$ cat src/rtl/spi_register_peripheral_if.sv
// SPI target pin bundle: the three controller-driven wires (sclk, copi, ncs).
// master drives all three pins; slave only observes them.
// The wires are asynchronous to the peripheral clock and are synchronized downstream.
interface spi_register_peripheral_if;
  logic sclk;
  logic copi;
  logic ncs;

  modport master (output sclk, output copi, output ncs);
  modport slave  (input  sclk, input  copi, input  ncs);
endinterface

$ cat src/rtl/spi_register_peripheral.sv
// Write-only SPI mode-0 target that decodes 16-bit frames (R/W, addr[6:0], data[7:0])
// into a 5-entry configuration register file feeding pwm_peripheral.
// Ports: clk/rst_n (async active-low); spi (slave modport: sclk, copi, ncs, all async);
//   five 8-bit register outputs; txn_commit pulses for one clk on each accepted write.
// Register update lands SYNC_STAGES+2 clks after ncs rises; no backpressure (SPI is push-only).
module spi_register_peripheral #(
  parameter int SYNC_STAGES = 2,
  parameter int MAX_ADDR    = 4
) (
  input  logic                             clk,
  input  logic                             rst_n,
  spi_register_peripheral_if.slave         spi,
  output logic [7:0]                       en_reg_out_7_0,
  output logic [7:0]                       en_reg_out_15_8,
  output logic [7:0]                       en_reg_pwm_7_0,
  output logic [7:0]                       en_reg_pwm_15_8,
  output logic [7:0]                       pwm_duty_cycle,
  output logic                             txn_commit
);

  localparam logic [6:0] ADDR_LIMIT = 7'(MAX_ADDR);

  typedef enum logic [1:0] {IDLE, SHIFT, COMMIT} state_t;

  // Synchronizer chains; bit [SYNC_STAGES-1] is the synced value.
  logic [SYNC_STAGES-1:0] sclk_sync;
  logic [SYNC_STAGES-1:0] copi_sync;
  logic [SYNC_STAGES-1:0] ncs_sync;
  logic                   sclk_d;
  logic                   ncs_d;

  logic sclk_s, copi_s, ncs_s;
  logic sclk_rise, ncs_rise, ncs_fall;

  state_t      state, state_n;
  logic [4:0]  bit_cnt;
  logic [15:0] shift_q;
  logic        clr, shift_en, do_commit, frame_ok;

  always_ff @(posedge clk or negedge rst_n) begin
    if (!rst_n) begin
      sclk_sync <= '0;
      copi_sync <= '0;
      ncs_sync  <= '1;
      sclk_d    <= 1'b0;
      ncs_d     <= 1'b1;
    end else begin
      sclk_sync <= {sclk_sync[SYNC_STAGES-2:0], spi.sclk};
      copi_sync <= {copi_sync[SYNC_STAGES-2:0], spi.copi};
      ncs_sync  <= {ncs_sync[SYNC_STAGES-2:0], spi.ncs};
      sclk_d    <= sclk_s;
      ncs_d     <= ncs_s;
    end
  end

  assign sclk_s    = sclk_sync[SYNC_STAGES-1];
  assign copi_s    = copi_sync[SYNC_STAGES-1];
  assign ncs_s     = ncs_sync[SYNC_STAGES-1];
  assign sclk_rise = sclk_s & ~sclk_d;
  assign ncs_rise  = ncs_s & ~ncs_d;
  assign ncs_fall  = ~ncs_s & ncs_d;

  // A frame is accepted only with exactly 16 bits, the write flag set and an in-range address.
  assign frame_ok = (bit_cnt == 5'd16) && shift_q[15] && (shift_q[14:8] <= ADDR_LIMIT);

  always_ff @(posedge clk or negedge rst_n) begin
    if (!rst_n) state <= IDLE;
    else        state <= state_n;
  end

  always_comb begin
    state_n   = state;
    clr       = 1'b0;
    shift_en  = 1'b0;
    do_commit = 1'b0;
    unique case (state)
      IDLE: begin
        if (ncs_fall) begin
          clr     = 1'b1;
          state_n = SHIFT;
        end
      end
      SHIFT: begin
        // Re-select restarts the frame; a deselect ends it. An sclk edge coinciding
        // with ncs rising is dropped because ncs_s is already high.
        if (ncs_fall)                clr      = 1'b1;
        else if (ncs_rise)           state_n  = COMMIT;
        else if (sclk_rise && !ncs_s) shift_en = 1'b1;
      end
      COMMIT: begin
        do_commit = frame_ok;
        state_n   = IDLE;
      end
      default: state_n = IDLE;
    endcase
  end

  always_ff @(posedge clk or negedge rst_n) begin
    if (!rst_n) begin
      bit_cnt <= '0;
      shift_q <= '0;
    end else if (clr) begin
      bit_cnt <= '0;
      shift_q <= '0;
    end else if (shift_en) begin
      shift_q <= {shift_q[14:0], copi_s};
      // Saturate at 17 so any overrun stays distinguishable from a clean 16.
      if (bit_cnt != 5'd17) bit_cnt <= bit_cnt + 5'd1;
    end
  end

  always_ff @(posedge clk or negedge rst_n) begin
    if (!rst_n) begin
      en_reg_out_7_0  <= '0;
      en_reg_out_15_8 <= '0;
      en_reg_pwm_7_0  <= '0;
      en_reg_pwm_15_8 <= '0;
      pwm_duty_cycle  <= '0;
      txn_commit      <= 1'b0;
    end else begin
      txn_commit <= do_commit;
      if (do_commit) begin
        case (shift_q[14:8])
          7'd0:    en_reg_out_7_0  <= shift_q[7:0];
          7'd1:    en_reg_out_15_8 <= shift_q[7:0];
          7'd2:    en_reg_pwm_7_0  <= shift_q[7:0];
          7'd3:    en_reg_pwm_15_8 <= shift_q[7:0];
          7'd4:    pwm_duty_cycle  <= shift_q[7:0];
          default: ;
        endcase
      end
    end
  end

endmodule

$ cat src/flat_wrapper.sv
// flat-port wrapper written by rule: the top's interface ports become plain ports
module spi_register_peripheral_flat 
#(
  parameter int SYNC_STAGES = 2,
  parameter int MAX_ADDR    = 4
)
  (clk, rst_n, en_reg_out_7_0, en_reg_out_15_8, en_reg_pwm_7_0, en_reg_pwm_15_8, pwm_duty_cycle, txn_commit, spi_sclk, spi_copi, spi_ncs);
  spi_register_peripheral_if spi_i ();
  input  logic clk;
  input  logic rst_n;
  output logic [7:0] en_reg_out_7_0;
  output logic [7:0] en_reg_out_15_8;
  output logic [7:0] en_reg_pwm_7_0;
  output logic [7:0] en_reg_pwm_15_8;
  output logic [7:0] pwm_duty_cycle;
  output logic txn_commit;
  input wire logic [$bits(spi_i.sclk)-1:0] spi_sclk;
  input wire logic [$bits(spi_i.copi)-1:0] spi_copi;
  input wire logic [$bits(spi_i.ncs)-1:0] spi_ncs;
  assign spi_i.sclk = spi_sclk;
  assign spi_i.copi = spi_copi;
  assign spi_i.ncs = spi_ncs;
  spi_register_peripheral #(.SYNC_STAGES(SYNC_STAGES), .MAX_ADDR(MAX_ADDR)) u_core (.clk(clk), .rst_n(rst_n), .spi(spi_i), .en_reg_out_7_0(en_reg_out_7_0), .en_reg_out_15_8(en_reg_out_15_8), .en_reg_pwm_7_0(en_reg_pwm_7_0), .en_reg_pwm_15_8(en_reg_pwm_15_8), .pwm_duty_cycle(pwm_duty_cycle), .txn_commit(txn_commit));
endmodule
$ cat config.mk
export PLATFORM = sky130hd
export DESIGN_NAME = spi_register_peripheral_flat
export DESIGN_NICKNAME = d
export VERILOG_FILES = /design/src/rtl/spi_register_peripheral_if.sv /design/src/rtl/spi_register_peripheral.sv /design/src/flat_wrapper.sv
export SDC_FILE = /design/constraint.sdc
export NUM_CORES = 1
export LEC_CHECK = 0
export CORE_UTILIZATION = 57
export DETAILED_ROUTE_END_ITERATION = 8
export PLACE_DENSITY = 0.84
export SETUP_SLACK_MARGIN = 0.1
export SLEW_MARGIN = 20
export SYNTH_ARGS = -nofsm -noshare
export SYNTH_HDL_FRONTEND = slang
export SYNTH_SLANG_ARGS = --single-unit
export TNS_END_PERCENT = 100
$ cat constraint.sdc
create_clock -name clk -period 3.2 [get_ports clk]
set_input_delay 0.8 -clock clk [delete_from_list [all_inputs] [get_ports clk]]
set_output_delay 0.8 -clock clk [all_outputs]
set_load 0.02 [all_outputs]
After elaboration in Yosys (flattened, before gate mapping)
Cells that the tools add are included.
- output and inout bits: 41
- word-level logic and storage cells: 65
- input port bits: 5
- register bits: 72
- multiplexer cells: 16
- magnitude comparators: 1
- bitwise operators: 6
- equal/unequal tests: 11
- add/sub/neg operators: 1
- reduce and logical (&&, ||, !) cells: 16
- operators by type and width (cell ; number):
    $mux 16 ; 2
    $mux 5 ; 3
    $eq 7x2->1 const B ; 2
    $reduce_and 2->1 ; 6
    $eq 7x1->1 const B ; 1
    $eq 7x3->1 const B ; 1
    $le 7x3->1 const B ; 1
    $logic_not 7->1 ; 1
    $mux 1 ; 7
    $mux 2 ; 3
    $add 5x1->5 const B ; 1
    $eq 5x5->1 const B ; 1
    $ne 5x5->1 const B ; 1
    $ne 2x1->1 const B ; 2
    $pmux 2 s2 ; 1
    $reduce_bool 2->1 ; 2
    $and 1x1->1 ; 3
    $logic_and 1x1->1 ; 3
    $not 1->1 ; 3
    $reduce_and 3->1 ; 1
    $eq 2x1->1 const B ; 1
    $eq 2x2->1 const B ; 1
    $logic_not 2->1 ; 1
    $ne 2x2->1 const B ; 1
    2 further kinds ; 2

Logic depth before layout (Yosys ltp)
Gate-level depths: netlist (run 1).
- word-level depth: 9
- gate-level depth with buffers: 6
- depth with buffers taken out: 5

Worst setup path after synthesis (run 1)
OpenSTA, ideal clock, no wires.
- path kind: reg2reg
- start: register u_core.state[1]
- end: register u_core.shift_q[12]
- arrival time: 1787 ps
- clock period less this slack: 1913 ps
- buffers on the path: 3
- stages on the path, launching flop included: 7
- setup time: 125 ps
- data required time: 3075 ps
- slack: 1287 ps
- path through: dfrtp_1 or4b_1 clkbuf_2 or2_1 buf_6 buf_6 mux2_4
- longest elaborated chain between the ends: 4
- elaborated cells between the ends (all ways): 7
- those cells by class: eq/ne (1); mux (3); reduce/logical (3)
- ends and longest elaborated chain (item ; line ; source):
    start: declaration ; spi_register_peripheral.sv:35 ; state_t state, state_n;
    start signal: assignment ; spi_register_peripheral.sv:68 ; else state <= state_n;
    $eq 2x1->1 or $logic_not 2->1 (tied branches) ; spi_register_peripheral.sv:76 ; unique case (state)
    $reduce_or 2->1 (no source line) ; - ;
    $mux 1 ; - ;
    $mux 16 or $reduce_bool 2->1 (tied branches) ; - ;
    end signal: assignment ; spi_register_peripheral.sv:106 ; shift_q <= {shift_q[14:0], copi_s};
    end: declaration ; spi_register_peripheral.sv:37 ; logic [15:0] shift_q;
Parallel ways exist; a longest one is shown, timed or not.
A chain may end at the register's enable or synchronous reset.

Worst setup path after layout (run 1)
Same ends and word-level chain as after synthesis.

==> flow_summary.yaml, run 1 <==
timing:
  max_slew_margin_pct: 48.29
  min_period_ns: 2.303
  drv_slew: 0
  rsz0062_at_grt: "false"
  fmax_mhz: 434.3
  whs_ns: 0.3571
  clock_skew_ns: 0.01026
  min_period_over_period_pct: 71.96
  tightest_slew_ns: 0.7757
  finalSetupViolCount: 0
  fin_tns_setup_ns: 0
  finalHoldViolCount: 0
status:
  status: "finished, final reports clean"
clock_network:
  ctsHoldBuffers: 0
  cts_buffers: 9
  cts.repair.resized: 0
  cts_tree: "built"
  cts_sinks: 72
  htree_levels: 3
  cts_setup_buffers: 0
  clk_root_buffer_cell: "clkbuf_8"
  clkTransAtPathRegs_ns: 0.07
  clock_latency_ns: 0.34
  cts_max_path_buffers: 2
placed_design:
  dp_hpwl_um: 3762
  port_buffers: 45
  place_inst: 316
  gp_congestion: 0.8814
floorplanning:
  start_util_pct: 60.83
  io_pins: 46
  die_area_um2: 5466
  core.rowCount: 25
  fp.dieW_um: 73.93
  die_y_um: 73.93
  core_um2: 4848
layout:
  drive_gt1_share_pct: 29.92
  final_cells: 331
  area_growth_syn_to_layout_pct: 25.46
  n_antenna_cell: 0
  final_nets: 268
worst_setup_path:
  worstPathRequired_ns: 3.43
  cp.arrival_ns: 2.53
  worstSetupEndpointType: "flip-flop"
  cp_max_fo: 16
  worstSetupStartpointType: "flip-flop"
  r2r_cells: 3
  critical_path_class: "reg -> reg"
logic_synthesis:
  avgSynthCellArea_um2: 14.11
  ys_ff_latch: 72
  syn-instance-count: 209
  ys_seq_area_share_pct: 61.22
  syn_nets: 217
  synthesis.area_um2: 2949
  synthDistinctLibCells: 32
  yosysWarningCount: 0
global_routing:
  grt-ovfl-total: 0
  grt_start_max_net_pins: 41
  grt_pass1_vias: 1836
  grt_usage_pct: 24.55
  antenna_found_initial: 0
  grt_pass1_wl_um: 9528
hold_path:
  min_path_cells: 0
  min_path_type: "reg -> reg"
route:
  ant_nets: 0
  dr.pass1.iters: 4
  drt_iter0_drc: 138
  drcViolationCount: 0
  wl_per_cell_um: 17.78
  dr_total_vias: 1866
  wl_um: 5886
  via_per_inst: 5.637
pwr:
  power_w: 0.001825
  peakVddDrop_v: 0.0003845
  p_leak_nw: 1.778
  powerDensity_nw_per_um2: 493.4
job:
  cap_violations: 0
==> through the flow <==
stage               setup WS, ns  util (%)  area (µm²)
floorplan                  1.287         -        2949
global placement          0.9520     71.51        3467
detailed placement        0.9161     71.51        3467
CTS                       0.9049     76.31        3700
global route              0.7895     76.31        3700
finish                    0.8974     76.31        3700
==> cells in the mapped netlist <==
cell type | number | area share, %
a21oi_1 | 4 | 0.68
and4_1 | 1 | 0.30
buf_6 | 2 | 0.76
clkbuf_1 | 5 | 0.64
clkbuf_2 | 1 | 0.17
dfrtp_1 | 69 | 59
dfstp_2 | 3 | 2.7
ha_1 | 3 | 1.3
inv_1 | 11 | 1.4
mux2_2 | 47 | 18
mux2_4 | 2 | 1.0
mux2i_1 | 1 | 0.34
nand2_1 | 3 | 0.38
nand2b_1 | 1 | 0.21
nand3_1 | 2 | 0.34
nand3b_1 | 1 | 0.25
nand4_2 | 5 | 2.1
nor2_1 | 9 | 1.1
nor3_1 | 1 | 0.17
nor3b_1 | 1 | 0.25
nor3b_2 | 1 | 0.42
nor4_1 | 1 | 0.21
nor4b_1 | 4 | 1.2
nor4b_2 | 1 | 0.51
nor4bb_1 | 3 | 1.0
o211ai_1 | 8 | 2.0
o21ai_0 | 11 | 1.9
o31ai_1 | 2 | 0.51
or2_1 | 1 | 0.21
or3b_2 | 1 | 0.30
or4_1 | 3 | 0.76
or4b_1 | 1 | 0.34
==> kinds of logic (layout without fill, tap and decap cells) <==
logic type | count (synthesis) | in the layout | synth area share (%)
multiplexers | 50 | 50 | 19.30
AO/OA/AOI/OAI | 25 | 25 | 5.091
flip-flops | 72 | 72 | 61.22
buffers and inverters | 19 | 74 | 2.970
adder cells (fa/ha/maj) | 3 | 3 | 1.273
AND/OR/NAND/NOR | 40 | 40 | 10.14
==> cell usage in the layout, fill, tap and decap left out, types with 2 or more instances in the layout <==
master	netlist	layout
a21oi_1	4	4
buf_4	0	2
bufinv_16	0	3
clkbuf_8	0	9
clkdlybuf4s50_1	0	44
clkinv_2	0	2
dfrtp_1	69	69
dfstp_2	3	3
ha_1	3	3
inv_1	11	11
mux2_2	47	47
mux2_4	2	2
nand2_1	3	3
nand3_1	2	2
nand4_2	5	5
nor2_1	9	9
nor4b_1	4	4
nor4bb_1	3	3
o211ai_1	8	8
o21ai_0	11	11
o31ai_1	2	2
or4_1	3	3
==> per-layer routing <==
metal | share of wire (%) | wire length [µm] | GRT usage (%)
met4 | 2.4 | 144 | 11.75
met1 | 44 | 2614 | 32.87
met2 | 48 | 2852 | 37.58
met5 | 0 | 0 | 0
met3 | 4.7 | 275 | 6.640
==> sequential cells by signal, summed over array words and instances, names as in the netlist <==
name                    flops
u_core.en_reg_pwm_15_8      8
u_core.pwm_duty_cycle       8
u_core.en_reg_out_7_0       8
u_core.copi_sync            2
u_core.ncs_d                1
u_core.sclk_d               1
u_core.shift_q             16
u_core.txn_commit           1
u_core.en_reg_out_15_8      8
u_core.en_reg_pwm_7_0       8
u_core.state                2
u_core.ncs_sync             2
u_core.sclk_sync            2
u_core.bit_cnt              5
==> power by group <==
part | total [W] | leakage [nW] | switching [W] | internal, W
Sequential | 0.000930 | 0.981 | 0.00000894 | 0.000921
Combinational | 0.0000575 | 0.678 | 0.0000401 | 0.0000174
Clock | 0.000838 | 0.119 | 0.000326 | 0.000512
Total | 0.00183 | 1.78 | 0.000375 | 0.00145
==> worst paths after layout <==
path	from	endpoint	slack [ns]
setup / recovery	u_core.state[1]	u_core.shift_q[12]	0.90
hold / removal	u_core.copi_sync[0]	u_core.copi_sync[1]	0.36
setup reg to reg	u_core.state[1]	u_core.shift_q[12]	0.90
hold reg to reg	u_core.copi_sync[0]	u_core.copi_sync[1]	0.36
max in group asynchronous	rst_n	u_core.en_reg_pwm_15_8[5]	1.99
min in group asynchronous	rst_n	u_core.state[1]	0.54
==> area by class of cell <==
type	count	area [µm²]
Sequential cell	72	1805
Timing Repair Buffer	48	480.5
Inverter	11	41.29
Clock buffer	9	123.9
Multi-Input combinational cell	118	1056
Tap cell	67	83.83
Clock inverter	6	108.9
Fill cell	331	1149
==> worst max-delay path, cell delays in order, from the launching register on <==
cell and delay [ns]:
dfrtp_1 0.43, or4b_1 0.82, or2_1 0.56, mux2_4 0.39
Power figures use the tool's default switching activity.
==> run 2: changes to the inputs <==
Settings changed: CORE_UTILIZATION 57 to 48, PLACE_DENSITY 0.84 to 0.75.
Clock period 3.2 ns to 1.9 ns, I/O delays scaled along.
==> run 2 against run 1 <==
Die area rose by 18%; utilization fell by 8.2 points; clock power rose by 85%; flip-flop and latch count did not move; register-to-register slack got worse by 0.82 ns; maximum frequency rose by 27%.
==> flow_summary.yaml, run 2 (same netlist as run 1, synthesis figures left out) <==
route:
  routed.top_layer: "met4"
  drcViolationCount: 0
  m1WireLength_um: 2597
  ant_nets: 0
  wl_um: 6134
  dr.pass1.iters: 4
  dr_total_vias: 1954
  wl_per_cell_um: 17.43
  wl_met3_um: 300
  drt_iter0_drc: 114
  wl_met2_um: 3100
  via_per_inst: 5.551
global_routing:
  antenna_found_initial: 0
  grt_pass1_wl_um: 9618
  grt_usage_pct: 20.49
  grt-ovfl-total: 0
  grt_start_max_net_pins: 57
  grt_pass1_vias: 1884
layout:
  multi_input_comb_area_um2: 1180
  fillers: 436
  final_cell_mix: "68 x dfrtp_1, 46 x mux2_2, 30 x dlymetal6s2s_1, 12 x buf_4, 11 x o21ai_0"
  largest_register: "u_core.shift_q"
  largest_reg_flops: 16
  area_growth_syn_to_layout_pct: 36.83
  final_common_cell: "dfrtp_1"
  n_antenna_cell: 0
  drive_gt1_share_pct: 38.63
  register_area_um2: 1807
  fin_area_um2: 4035
  final_nets: 281
clock_network:
  cts_buffers: 9
  cts_sinks: 72
  clock_latency_ns: 0.34
  ctsHoldBuffers: 0
  cts_max_path_buffers: 2
  cts_tree: "built"
  htree_levels: 3
  clk_root_buffer_cell: "clkbuf_8"
  clkTransAtPathRegs_ns: 0.07
timing:
  finalHoldViolCount: 0
  finalSetupViolCount: 0
  fmax_mhz: 550.1
  min_period_over_period_pct: 95.68
  drv_slew: 0
  min_period_ns: 1.818
  clock_skew_ns: 0.008739
  tightest_slew_ns: 0.4745
  max_slew_margin_pct: 67.93
  rsz0062_at_grt: "false"
  fin_tns_setup_ns: 0
placed_design:
  port_buffers: 45
  dpl_cell_area_um2: 3561
  dp_hpwl_um: 3670
  gp_congestion: 0.7326
pwr:
  power_w: 0.003244
  powerDensity_nw_per_um2: 804.0
  peakVddDrop_v: 0.0004960
  p_leak_nw: 2.402
status:
  status: "finished, final reports clean"
floorplanning:
  fp.dieW_um: 80.39
  io_pins: 46
  core.rowCount: 28
  start_util_pct: 49.81
  core_um2: 5921
  die_y_um: 80.39
  die_area_um2: 6462
worst_setup_path:
  worstSetupStartpointType: "flip-flop"
  crit_start: "u_core.ncs_d"
  cp.arrival_ns: 2.08
  cp_max_fo: 8
  r2r_setup_slack_ns: 0.08
  reg2reg_from: "u_core.ncs_d"
  worstPathRequired_ns: 2.16
  worstSetupEndpointType: "flip-flop"
  r2r_cells: 4
  cp-endpoint: "u_core.bit_cnt[3]"
  critical_path_class: "reg -> reg"
  r2r-end: "u_core.bit_cnt[3]"
job:
  cap_violations: 0
hold_path:
  min_path_type: "in -> async"
## run 2: cell types whose count changed in the layout (fill, tap and decap cells not counted), moves of 3 or more
cell             change
dlygate4sd2_1        +6
buf_4               +10
nand4_2              -5
dlymetal6s2s_1      +30
buf_6                +3
nor4b_1              -3
nand4_4              +5
clkdlybuf4s50_1     -36
## run 2: timing repair
item                                    in CTS  in global routing
setup buffers                                0                  3
endpoints found under the setup margin      54                 81
hold endpoints to repair                     0                  0
pin swaps                                    0                  4
gates resized for setup                     11                 50
## run 2: metal layers
layer,vias to the layer above,global-route usage [%]
met2,54,31.44
li1,889,-
met1,999,27.65
met5,-,0
met3,12,4.091
met4,0,10.18
## run 2: where the power goes
part | internal (W) | switching, W
Sequential | 0.00155 | 0.0000131
Clock | 0.000995 | 0.000553
Combinational | 0.0000531 | 0.0000789
Total | 0.00260 | 0.000645
## run 2: worst max-delay path: stages, from the launching register on
cell     delay (ns)
dfstp_2        0.38
or4b_4         0.55
buf_6          0.16
or4_1          0.49
a21oi_1        0.17
## run 2: layout make-up
class / instances / share of cell area, %
inverter: 11 / 1.023
clock buffer: 9 / 3.070
sequential: 72 / 44.78
multi-input combinational: 118 / 29.24
tap: 75 / 2.326
clock inverter: 6 / 3.287
timing repair buffer: 61 / 16.28
## run 2: worst min-delay path by stage
stage                     depth (start not counted)           startpoint                         to  slack (ns)
final                                             2                rst_n  u_core.en_reg_out_15_8[6]        0.12
after global routing                              2                rst_n  u_core.en_reg_pwm_15_8[6]        0.13
after CTS                                         2                rst_n  u_core.en_reg_out_15_8[6]        0.12
after detailed placement                          0  u_core.sclk_sync[0]        u_core.sclk_sync[1]        0.34
after global placement                            0  u_core.copi_sync[0]        u_core.copi_sync[1]        0.33
after floorplan                                   0                rst_n          u_core.bit_cnt[0]        0.18
## run 2: stage by stage
step / worst slack [ns] / hold slack, ns / instances / util [%]
final: 0.08211 / 0.1176 / 352 / 68.15
after global routing: 0.04688 / 0.1270 / 352 / 68.15
after CTS: 0.02938 / 0.1151 / 349 / 64.81
after detailed placement: 0.04130 / 0.3385 / 334 / 60.14
after global placement: 0.08042 / 0.3332 / 334 / 60.14
after floorplan: 0.009072 / 0.1794 / 209 / -
